`src/rtl/control_pkg.sv`:
```
// Shared encodings for the decode-stage control unit and its E/M/W pipeline.
package control_pkg;

  // Base and extended opcodes
  localparam logic [6:0] OP_LOAD  = 7'b0000011;
  localparam logic [6:0] OP_STORE = 7'b0100011;
  localparam logic [6:0] OP_R     = 7'b0110011;
  localparam logic [6:0] OP_I     = 7'b0010011;
  localparam logic [6:0] OP_BR    = 7'b1100011;
  localparam logic [6:0] OP_JAL   = 7'b1101111;
  localparam logic [6:0] OP_JALR  = 7'b1100111;
  localparam logic [6:0] OP_LUI   = 7'b0110111;
  localparam logic [6:0] OP_AUIPC = 7'b0010111;

  // ALU code set A (3-bit, base operations)
  localparam logic [2:0] ALU_A_ADD = 3'b000;
  localparam logic [2:0] ALU_A_SUB = 3'b001;
  localparam logic [2:0] ALU_A_AND = 3'b010;
  localparam logic [2:0] ALU_A_OR  = 3'b011;
  localparam logic [2:0] ALU_A_SLT = 3'b101;

  // ALU code set B (4-bit); the shared operations are the zero-extended set A codes
  localparam logic [3:0] ALU_B_ADD  = 4'b0000;
  localparam logic [3:0] ALU_B_SUB  = 4'b0001;
  localparam logic [3:0] ALU_B_AND  = 4'b0010;
  localparam logic [3:0] ALU_B_OR   = 4'b0011;
  localparam logic [3:0] ALU_B_XOR  = 4'b0100;
  localparam logic [3:0] ALU_B_SLT  = 4'b0101;
  localparam logic [3:0] ALU_B_SLTU = 4'b0110;
  localparam logic [3:0] ALU_B_SLL  = 4'b0111;
  localparam logic [3:0] ALU_B_SRL  = 4'b1000;
  localparam logic [3:0] ALU_B_SRA  = 4'b1001;

  // Result multiplexer selects
  localparam logic [1:0] RESULT_ALU = 2'b00;
  localparam logic [1:0] RESULT_MEM = 2'b01;
  localparam logic [1:0] RESULT_PC4 = 2'b10;
  localparam logic [1:0] RESULT_IMM = 2'b11;

  // Immediate format selects
  localparam logic [2:0] IMM_I = 3'b000;
  localparam logic [2:0] IMM_S = 3'b001;
  localparam logic [2:0] IMM_B = 3'b010;
  localparam logic [2:0] IMM_J = 3'b011;
  localparam logic [2:0] IMM_U = 3'b100;

  // Control bundle carried from D into E
  typedef struct packed {
    logic       reg_write;
    logic [1:0] result_src;
    logic       mem_write;
    logic       branch;
    logic [2:0] branch_cond;
    logic       jump;
    logic       jalr;
    logic       alu_src;
    logic       alu_a_pc;
    logic [3:0] alu_ctrl;
    logic       illegal;
  } ctrl_t;

  // ALU operation from funct3/funct7b5; sub only for R-type, shifts only when extended
  function automatic logic [3:0] alu_sel(input logic [2:0] f3, input logic f7b5,
                                         input logic is_r, input logic ext);
    logic [3:0] r;
    r = ALU_B_ADD;
    case (f3)
      3'b000:  r = (is_r && f7b5) ? ALU_B_SUB : ALU_B_ADD;
      3'b001:  r = ext ? ALU_B_SLL : ALU_B_ADD;
      3'b010:  r = ALU_B_SLT;
      3'b011:  r = ext ? ALU_B_SLTU : ALU_B_ADD;
      3'b100:  r = ext ? ALU_B_XOR : ALU_B_ADD;
      3'b101:  r = ext ? (f7b5 ? ALU_B_SRA : ALU_B_SRL) : ALU_B_ADD;
      3'b110:  r = ALU_B_OR;
      3'b111:  r = ALU_B_AND;
      default: r = ALU_B_ADD;
    endcase
    return r;
  endfunction

endpackage

```
`src/rtl/control_dec.sv`:
```
// Combinational main + ALU decoder for the D stage.
module control_dec
  import control_pkg::*;
#(
  parameter int EXT_OPS = 0
) (
  input  logic [6:0] op,
  input  logic [2:0] funct3,
  input  logic       funct7b5,
  output logic [2:0] imm_src,
  output ctrl_t      ctrl
);

  localparam logic EXT = (EXT_OPS != 0);

  // Decode opcode into control bundle; anything outside the enabled set is flagged illegal
  always_comb begin
    ctrl    = '0;
    imm_src = IMM_I;
    case (op)
      OP_LOAD: begin
        ctrl.reg_write  = 1'b1;
        ctrl.result_src = RESULT_MEM;
        ctrl.alu_src    = 1'b1;
        ctrl.alu_ctrl   = ALU_B_ADD;
      end
      OP_STORE: begin
        imm_src        = IMM_S;
        ctrl.mem_write = 1'b1;
        ctrl.alu_src   = 1'b1;
        ctrl.alu_ctrl  = ALU_B_ADD;
      end
      OP_R: begin
        ctrl.reg_write = 1'b1;
        ctrl.alu_ctrl  = alu_sel(funct3, funct7b5, 1'b1, EXT);
      end
      OP_I: begin
        ctrl.reg_write = 1'b1;
        ctrl.alu_src   = 1'b1;
        ctrl.alu_ctrl  = alu_sel(funct3, funct7b5, 1'b0, EXT);
      end
      OP_BR: begin
        imm_src          = IMM_B;
        ctrl.branch      = 1'b1;
        ctrl.branch_cond = funct3;
        ctrl.alu_ctrl    = ALU_B_SUB;
      end
      OP_JAL: begin
        imm_src         = IMM_J;
        ctrl.reg_write  = 1'b1;
        ctrl.jump       = 1'b1;
        ctrl.result_src = RESULT_PC4;
      end
      OP_JALR: begin
        if (EXT) begin
          ctrl.reg_write  = 1'b1;
          ctrl.jump       = 1'b1;
          ctrl.jalr       = 1'b1;
          ctrl.alu_src    = 1'b1;
          ctrl.result_src = RESULT_PC4;
          ctrl.alu_ctrl   = ALU_B_ADD;
        end else begin
          ctrl.illegal = 1'b1;
        end
      end
      OP_LUI: begin
        if (EXT) begin
          imm_src         = IMM_U;
          ctrl.reg_write  = 1'b1;
          ctrl.result_src = RESULT_IMM;
        end else begin
          ctrl.illegal = 1'b1;
        end
      end
      OP_AUIPC: begin
        if (EXT) begin
          imm_src        = IMM_U;
          ctrl.reg_write = 1'b1;
          ctrl.alu_a_pc  = 1'b1;
          ctrl.alu_src   = 1'b1;
          ctrl.alu_ctrl  = ALU_B_ADD;
        end else begin
          ctrl.illegal = 1'b1;
        end
      end
      default: begin
        ctrl.illegal = 1'b1;
      end
    endcase
  end

endmodule

```
`src/rtl/control_pipe.sv`:
```
// Decode-stage control unit with registered E, M and W control stages.
module control_pipe
  import control_pkg::*;
#(
  parameter  int EXT_OPS = 0,
  localparam int ALUC_W  = (EXT_OPS != 0) ? 4 : 3
) (
  input  logic              clk,
  input  logic              reset_n,
  input  logic [6:0]        op,
  input  logic [2:0]        funct3,
  input  logic              funct7b5,
  input  logic              stall_e,
  input  logic              flush_e,
  input  logic              flush_m,
  output logic [2:0]        imm_src_d,
  output logic              illegal_d,
  output logic              valid_e,
  output logic              reg_write_e,
  output logic [1:0]        result_src_e,
  output logic              mem_write_e,
  output logic              branch_e,
  output logic [2:0]        branch_cond_e,
  output logic              jump_e,
  output logic              jalr_e,
  output logic              alu_src_e,
  output logic              alu_a_pc_e,
  output logic [ALUC_W-1:0] alu_ctrl_e,
  output logic              illegal_e,
  output logic              valid_m,
  output logic              reg_write_m,
  output logic              mem_write_m,
  output logic [1:0]        result_src_m,
  output logic              valid_w,
  output logic              reg_write_w,
  output logic [1:0]        result_src_w
);

  ctrl_t      w_ctrl_d;
  ctrl_t      r_ctrl_e;
  logic       r_valid_e;
  logic       r_valid_m;
  logic       r_reg_write_m;
  logic       r_mem_write_m;
  logic [1:0] r_result_src_m;
  logic       r_valid_w;
  logic       r_reg_write_w;
  logic [1:0] r_result_src_w;

  control_dec #(.EXT_OPS(EXT_OPS)) u_dec (
    .op       (op),
    .funct3   (funct3),
    .funct7b5 (funct7b5),
    .imm_src  (imm_src_d),
    .ctrl     (w_ctrl_d)
  );

  assign illegal_d = w_ctrl_d.illegal;

  // E stage: flush beats stall beats normal load from D
  always_ff @(posedge clk or negedge reset_n) begin
    if (!reset_n) begin
      r_valid_e <= 1'b0;
      r_ctrl_e  <= '0;
    end else if (flush_e) begin
      r_valid_e <= 1'b0;
      r_ctrl_e  <= '0;
    end else if (stall_e) begin
      r_valid_e <= r_valid_e;
      r_ctrl_e  <= r_ctrl_e;
    end else begin
      r_valid_e <= 1'b1;
      r_ctrl_e  <= w_ctrl_d;
    end
  end

  // M stage: bubble on flush, on E stall, or when E holds an illegal opcode
  always_ff @(posedge clk or negedge reset_n) begin
    if (!reset_n) begin
      r_valid_m      <= 1'b0;
      r_reg_write_m  <= 1'b0;
      r_mem_write_m  <= 1'b0;
      r_result_src_m <= 2'b00;
    end else if (flush_m || stall_e || r_ctrl_e.illegal) begin
      r_valid_m      <= 1'b0;
      r_reg_write_m  <= 1'b0;
      r_mem_write_m  <= 1'b0;
      r_result_src_m <= 2'b00;
    end else begin
      r_valid_m      <= r_valid_e;
      r_reg_write_m  <= r_ctrl_e.reg_write;
      r_mem_write_m  <= r_ctrl_e.mem_write;
      r_result_src_m <= r_ctrl_e.result_src;
    end
  end

  // W stage: unconditional copy of M
  always_ff @(posedge clk or negedge reset_n) begin
    if (!reset_n) begin
      r_valid_w      <= 1'b0;
      r_reg_write_w  <= 1'b0;
      r_result_src_w <= 2'b00;
    end else begin
      r_valid_w      <= r_valid_m;
      r_reg_write_w  <= r_reg_write_m;
      r_result_src_w <= r_result_src_m;
    end
  end

  assign valid_e       = r_valid_e;
  assign reg_write_e   = r_ctrl_e.reg_write;
  assign result_src_e  = r_ctrl_e.result_src;
  assign mem_write_e   = r_ctrl_e.mem_write;
  assign branch_e      = r_ctrl_e.branch;
  assign branch_cond_e = r_ctrl_e.branch_cond;
  assign jump_e        = r_ctrl_e.jump;
  assign jalr_e        = r_ctrl_e.jalr;
  assign alu_src_e     = r_ctrl_e.alu_src;
  assign alu_a_pc_e    = r_ctrl_e.alu_a_pc;
  assign alu_ctrl_e    = r_ctrl_e.alu_ctrl[ALUC_W-1:0];
  assign illegal_e     = r_ctrl_e.illegal;

  assign valid_m       = r_valid_m;
  assign reg_write_m   = r_reg_write_m;
  assign mem_write_m   = r_mem_write_m;
  assign result_src_m  = r_result_src_m;

  assign valid_w       = r_valid_w;
  assign reg_write_w   = r_reg_write_w;
  assign result_src_w  = r_result_src_w;

  // The base set never produces the top ALU code bit
  if (ALUC_W < 4) begin : g_narrow_alu
    logic w_unused_alu;
    assign w_unused_alu = r_ctrl_e.alu_ctrl[3];
  end

endmodule
```
`config.mk`:
```
export PLATFORM = sky130hd
export DESIGN_NAME = control_pipe
export DESIGN_NICKNAME = d
export VERILOG_FILES = /design/src/rtl/control_pkg.sv /design/src/rtl/control_dec.sv /design/src/rtl/control_pipe.sv
export SDC_FILE = /design/constraint.sdc
export NUM_CORES = 1
export LEC_CHECK = 0
export CAP_MARGIN = 25
export CELL_PAD_IN_SITES_DETAIL_PLACEMENT = 1
export CELL_PAD_IN_SITES_GLOBAL_PLACEMENT = 1
export CORE_ASPECT_RATIO = 1.2
export CORE_MARGIN = 1
export CORE_UTILIZATION = 32
export DETAILED_ROUTE_END_ITERATION = 7
export GPL_TIMING_DRIVEN = 0
export HOLD_SLACK_MARGIN = 0.03
export PLACE_DENSITY = 0.88
export SLEW_MARGIN = 15
export SYNTH_ARGS = -nofsm -noshare
export SYNTH_HDL_FRONTEND = slang
export SYNTH_SLANG_ARGS = --single-unit
export TNS_END_PERCENT = 10
```
`constraint.sdc`:
```
create_clock -name clk -period 2.4 [get_ports clk]
set_input_delay 0.48 -clock clk [delete_from_list [all_inputs] [get_ports clk]]
set_output_delay 0.48 -clock clk [all_outputs]
set_load 0.02 [all_outputs]
```
-- Word-level counts from Yosys, hierarchy flattened
Memories as Yosys holds them, arrays and structs flattened.
Cells that the tools add are included.
- muxes and demuxes: 19
- eq/ne operators: 14
- reduce and logical (&&, ||, !) cells: 7
- operator list (cell ; count):
    $mux W17 ; 2
    $pmux W4 S5 ; 1
    $eq A7 B6 Y1 const B ; 2
    $eq A7 B7 Y1 const B ; 2
    $eq A3 B3 Y1 const B ; 4
    $pmux W4 S3 ; 1
    $mux W1 ; 11
    $reduce_or A4 Y1 ; 2
    $eq A7 B2 Y1 const B ; 1
    $eq A7 B5 Y1 const B ; 1
    $eq A3 B2 Y1 const B ; 2
    $pmux W2 S3 ; 1
    $reduce_or A6 Y1 ; 1
    $mux W4 ; 1
    $pmux W2 S2 ; 1
    $eq A3 B1 Y1 const B ; 1
    $logic_not A3 Y1 ; 1
    $reduce_or A3 Y1 ; 1
    $logic_or A1 B1 Y1 ; 2
    $mux W2 ; 1
    $ne A2 B1 Y1 const B ; 1
- memories kept: 1
- bits in read-only memories: 24
- register bits: 26
- input bits: 16
- output and inout bits: 30
- memories (name ; depth ; width ; read ports ; clocked after Yosys merged registers in ; write ports ; RTL line ; text):
    (no name shown) ; 8 ; 3 ; 1 ; 0 ; 0 ; control_pkg.sv:67 ; case (f3)

-- Depth between registers and ports, before layout
- depth in word-level cells: 6
- depth in mapped cells: 5
- gate-level depth less buffers: 4

-- Modules after synthesis
From an unflattened synthesis, not the netlist that was laid out.
- cells, all modules: 108
- area, all modules: 1262.5 um^2
- by module, submodules not included (module ; area an instance (um^2) ; cells an instance ; instances ; sequential area each (um^2)):
    control_pipe ; 962.2 ; 70 ; 1 ; 650.6
    control_dec ; 300.3 ; 38 ; 1 ; 0.0

-- Least setup slack after synthesis
OpenSTA, ideal clock, no wires.
- kind: input -> output
- start: input port op[3]
- end: output port imm_src_d[0]
- stages on the path: 4
- slack: 405 ps
- buffers on the path: 1
- arrival: 1515 ps
- cells stage by stage: or2_4 > or3_1 > buf_2 > o22ai_1
- word-level cells in the longest chain between the ends: 2
- elaborated cells on any way between the ends: 4
- ends and longest elaborated chain (what ; RTL line ; text):
    start: declaration ; control_pipe.sv:10 ; input logic [6:0] op,
    $eq A7 B7 Y1 / $eq A7 B6 Y1 (equally long branches) ; control_dec.sv:20 ; case (op)
    $pmux W2 S3 * ; control_dec.sv:20 ;
    end: declaration ; control_pipe.sv:16 ; output logic [2:0] imm_src_d,
Mark *: on every way between the ends. The rest lies on a longest branch, timed or not.

-- Worst setup path in the final report
Ends and elaborated chain as after synthesis.

==> impl_metrics.yaml <==
power_and_ir_drop:
  p_int_w: 0.0005053
  pwr-share-clk_pct: 26.0
  power_frac_seq_pct: 59.1
  comb_power_share_pct: 14.9
  sw_frac_of_total_pct: 24.56
  p_leak_nw: 0.6632
  power.density_mw_per_mm2: 454.9
  switchingPower_w: 0.0001645
  max-vdd-ir-drop_v: 0.0002244
global_route:
  grt_max_degree: 24
  grtUsageTotal_pct: 17.49
  grt_pass1_wl_mm: 4.153
  grt_overflow_total: 0
  grt_pass1_vias: 882
  antenna_found_initial: 0
floorplanning:
  dieArea_sq_mm: 0.003259
  fp.dieW_microns: 52.29
  initial_utilization_pct: 34.22
  num_rows: 21
  die_h_microns: 62.34
  core_sq_mm: 0.002838
  ioPinCount: 46
yosys:
  syn_area_sq_um: 970.9
  yosys_warnings: 0
  netlist_instances: 86
  yosys.area_share.simple_pct: 16.37
  synth-xor-area-share_pct: 0
  synth_top_family_by_area: "simple AND/OR/NAND/NOR gates"
  synthDistinctLibCells: 32
  ys_ff_latch: 23
  seq_area_frac_synth_pct: 59.28
  synth_adder_area_share_pct: 0
  synth_compound_area_share_pct: 14.82
  muxShareOfSynthArea_pct: 1.031
  avgSynthCellArea_sq_um: 11.29
cells_and_area:
  final_nets: 150
  final_util_pct: 51.90
  seq_area_sq_um: 575.6
  syn_to_final_growth_pct: 51.68
  multi_input_area_sq_um: 347.8
  fill_cells: 333
  layout_common_cells: "clkdlybuf4s50_1, dfrtp_1, a21oi_1"
  final_common_cell: "clkdlybuf4s50_1"
  antenna_cells: 0
  fin_area_sq_mm: 0.001473
  drive_gt1_share_pct: 13.53
clock_network:
  cts_root_buf: "clkbuf_4"
  cts_buffer_depth: 2
  clkLatencyLatePin_ps: 310
  htreeDepth: 1
  cts_made_buffers: 3
  clk_pin_slew_ps: 120
  cts_tree: "yes"
  cts-hold-fix-buffers: 0
  clock-sinks: 23
worst_setup_path:
  crit_type: "in2out"
  worst_ep_required_time_ps: 1920
  end_kind: "output pin"
  crit_arrival_ps: 1880
  worstPathMaxFanout: 7
  worstSetupStartpointType: "input pin"
worst_hold_path:
  hold_path.class: "in2async"
placed_design:
  place_hpwl_mm: 1.916
  placed_area_sq_mm: 0.001441
  gp_congestion: 0.6839
  numPortBuffers: 42
sta:
  rsz0062_at_grt: "true"
  setup_viol: 0
  hold_viol_final: 0
  slew_viol_final: 0
  fin_crit_sh_pct: 98.21
  slew-limit-headroom_pct: 40.41
  max_freq_ghz: 0.4243
  skew_ps: 2.137
  period_needed_ps: 2357
  worst_slew_pin_slew_ps: 885.7
drt:
  wirelength_mm: 2.512
  drt_iter0_markers: 15
  post-route-drc-count: 0
  firstDrtPassIters: 4
  ant_nets: 0
  via_count: 814
  routedWlPerCell_microns: 15.04
  routed_via_density: 4.874
run_status:
  status: "finished, final reports clean"
run:
  maxCapViolCount: 0
[final cells by class]
class / count / share of cell area, %
sequential: 23 / 39.08
multi-input combinational: 53 / 23.62
buffer: 7 / 3.993
tap: 34 / 2.889
inverter: 4 / 1.020
timing repair buffer: 42 / 27.61
clock buffer: 4 / 1.784
[metrics by stage]
step                      TNS [ps]  cells  power (W)  worst slack [ps]  hold slack (ps)
final                            0    167  0.0006699             42.98            118.3
after global routing        -23.68    167  0.0007041            -12.12            150.9
after CTS                        0    167  0.0006791             1.621            396.9
after detailed placement     -1380    164  0.0005019            -488.2            369.7
after global placement       -1021    164  0.0004986            -459.7            360.6
after floorplan                  0     88  0.0004442             404.6            184.4
[power by group through the flow]
stage	logic [W]	clock network, W	registers, W
after floorplan	0.0000345	0	0.000410
after global placement	0.0000953	0	0.000403
after detailed placement	0.0000981	0	0.000404
after CTS	0.0000993	0.000184	0.000396
after global routing	0.000109	0.000198	0.000397
final	0.0000999	0.000174	0.000396
[synth_stat cells]
cell | count | area [sq um]
clkbuf_8 | 1 | 13.76
a21oi_1 | 7 | 35.03
o31a_1 | 1 | 8.760
nor3_1 | 2 | 10.01
clkbuf_1 | 1 | 3.750
or2_4 | 1 | 8.760
buf_6 | 1 | 11.26
a31o_2 | 1 | 8.760
or4_1 | 1 | 7.510
a32o_1 | 1 | 10.01
buf_2 | 1 | 5.000
a21o_1 | 2 | 15.01
nand4_1 | 1 | 6.260
mux2i_1 | 1 | 10.01
nand2b_1 | 2 | 12.51
a2111oi_0 | 1 | 8.760
conb_1 | 1 | 3.750
nor4_1 | 2 | 12.51
nand2_1 | 6 | 22.52
a211oi_1 | 1 | 7.510
buf_4 | 4 | 30.03
and2_1 | 5 | 31.28
inv_1 | 4 | 15.01
o21a_1 | 1 | 7.510
or3_1 | 3 | 18.77
nand3_1 | 1 | 5.000
nor2_1 | 3 | 11.26
a22o_1 | 3 | 26.28
nor2b_1 | 2 | 12.51
o22ai_1 | 1 | 6.260
dfrtp_1 | 23 | 575.6
a221o_1 | 1 | 10.01
[worst max-delay path, cell delays in order]
cell             delay (ps)
clkdlybuf4s50_1         420
or2_4                   280
or3_4                   370
o22ai_1                 150
buf_4                   170
[kinds of logic after synthesis]
| logic type | after synthesis |
|---|---|
| AOI/OAI and AO/OA | 20 |
| buffers and inverters | 12 |
| DFF | 23 |
| muxes | 1 |
| other | 1 |
| and+or+nand+nor | 29 |
[flip-flops by register name, summed over array words and instances, names as in the netlist]
register and flops:
valid_w 1, valid_e 1, result_src_e 1, reg_write_e 1, jump_e 1, branch_cond_e 3
reg_write_w 1, reg_write_m 1, branch_e 1, result_src_w 2, illegal_e 1, alu_ctrl_e 3
result_src_m 2, valid_m 1, alu_src_e 1, mem_write_m 1, mem_write_e 1
[worst paths after layout]
| check | start | end | slack [ps] | cells after the start |
|---|---|---|---|---|
| min reg2reg | result_src_m[0] | result_src_w[0] | 390 | 0 |
| max reg2reg | illegal_e | reg_write_m | 1380 | 2 |
| max | op[3] | imm_src_d[0] | 40 | 5 |
| max in group asynchronous | reset_n | alu_ctrl_e[2] | 1950 | 1 |
| min | reset_n | mem_write_m | 120 | 1 |
| min in group clk | result_src_m[0] | result_src_w[0] | 390 | 0 |
[routing by layer]
metal	GRT usage (%)	vias up	part of all wire, %
met5	0	-	0
met4	9.539	0	2.4
met3	2.451	5	4.2
met2	31.33	30	56
met1	18.65	391	37
li1	-	388	-
[repair_timing]
| item | 4_1_cts | 5_1_grt |
|---|---|---|
| buffers inserted | 0 | 0 |
| resized for setup | 10 | 4 |
| setup endpoints to repair | 3 | 3 |
| pin swaps | 1 | 0 |
No activity file was read; power rests on OpenSTA's default activity.
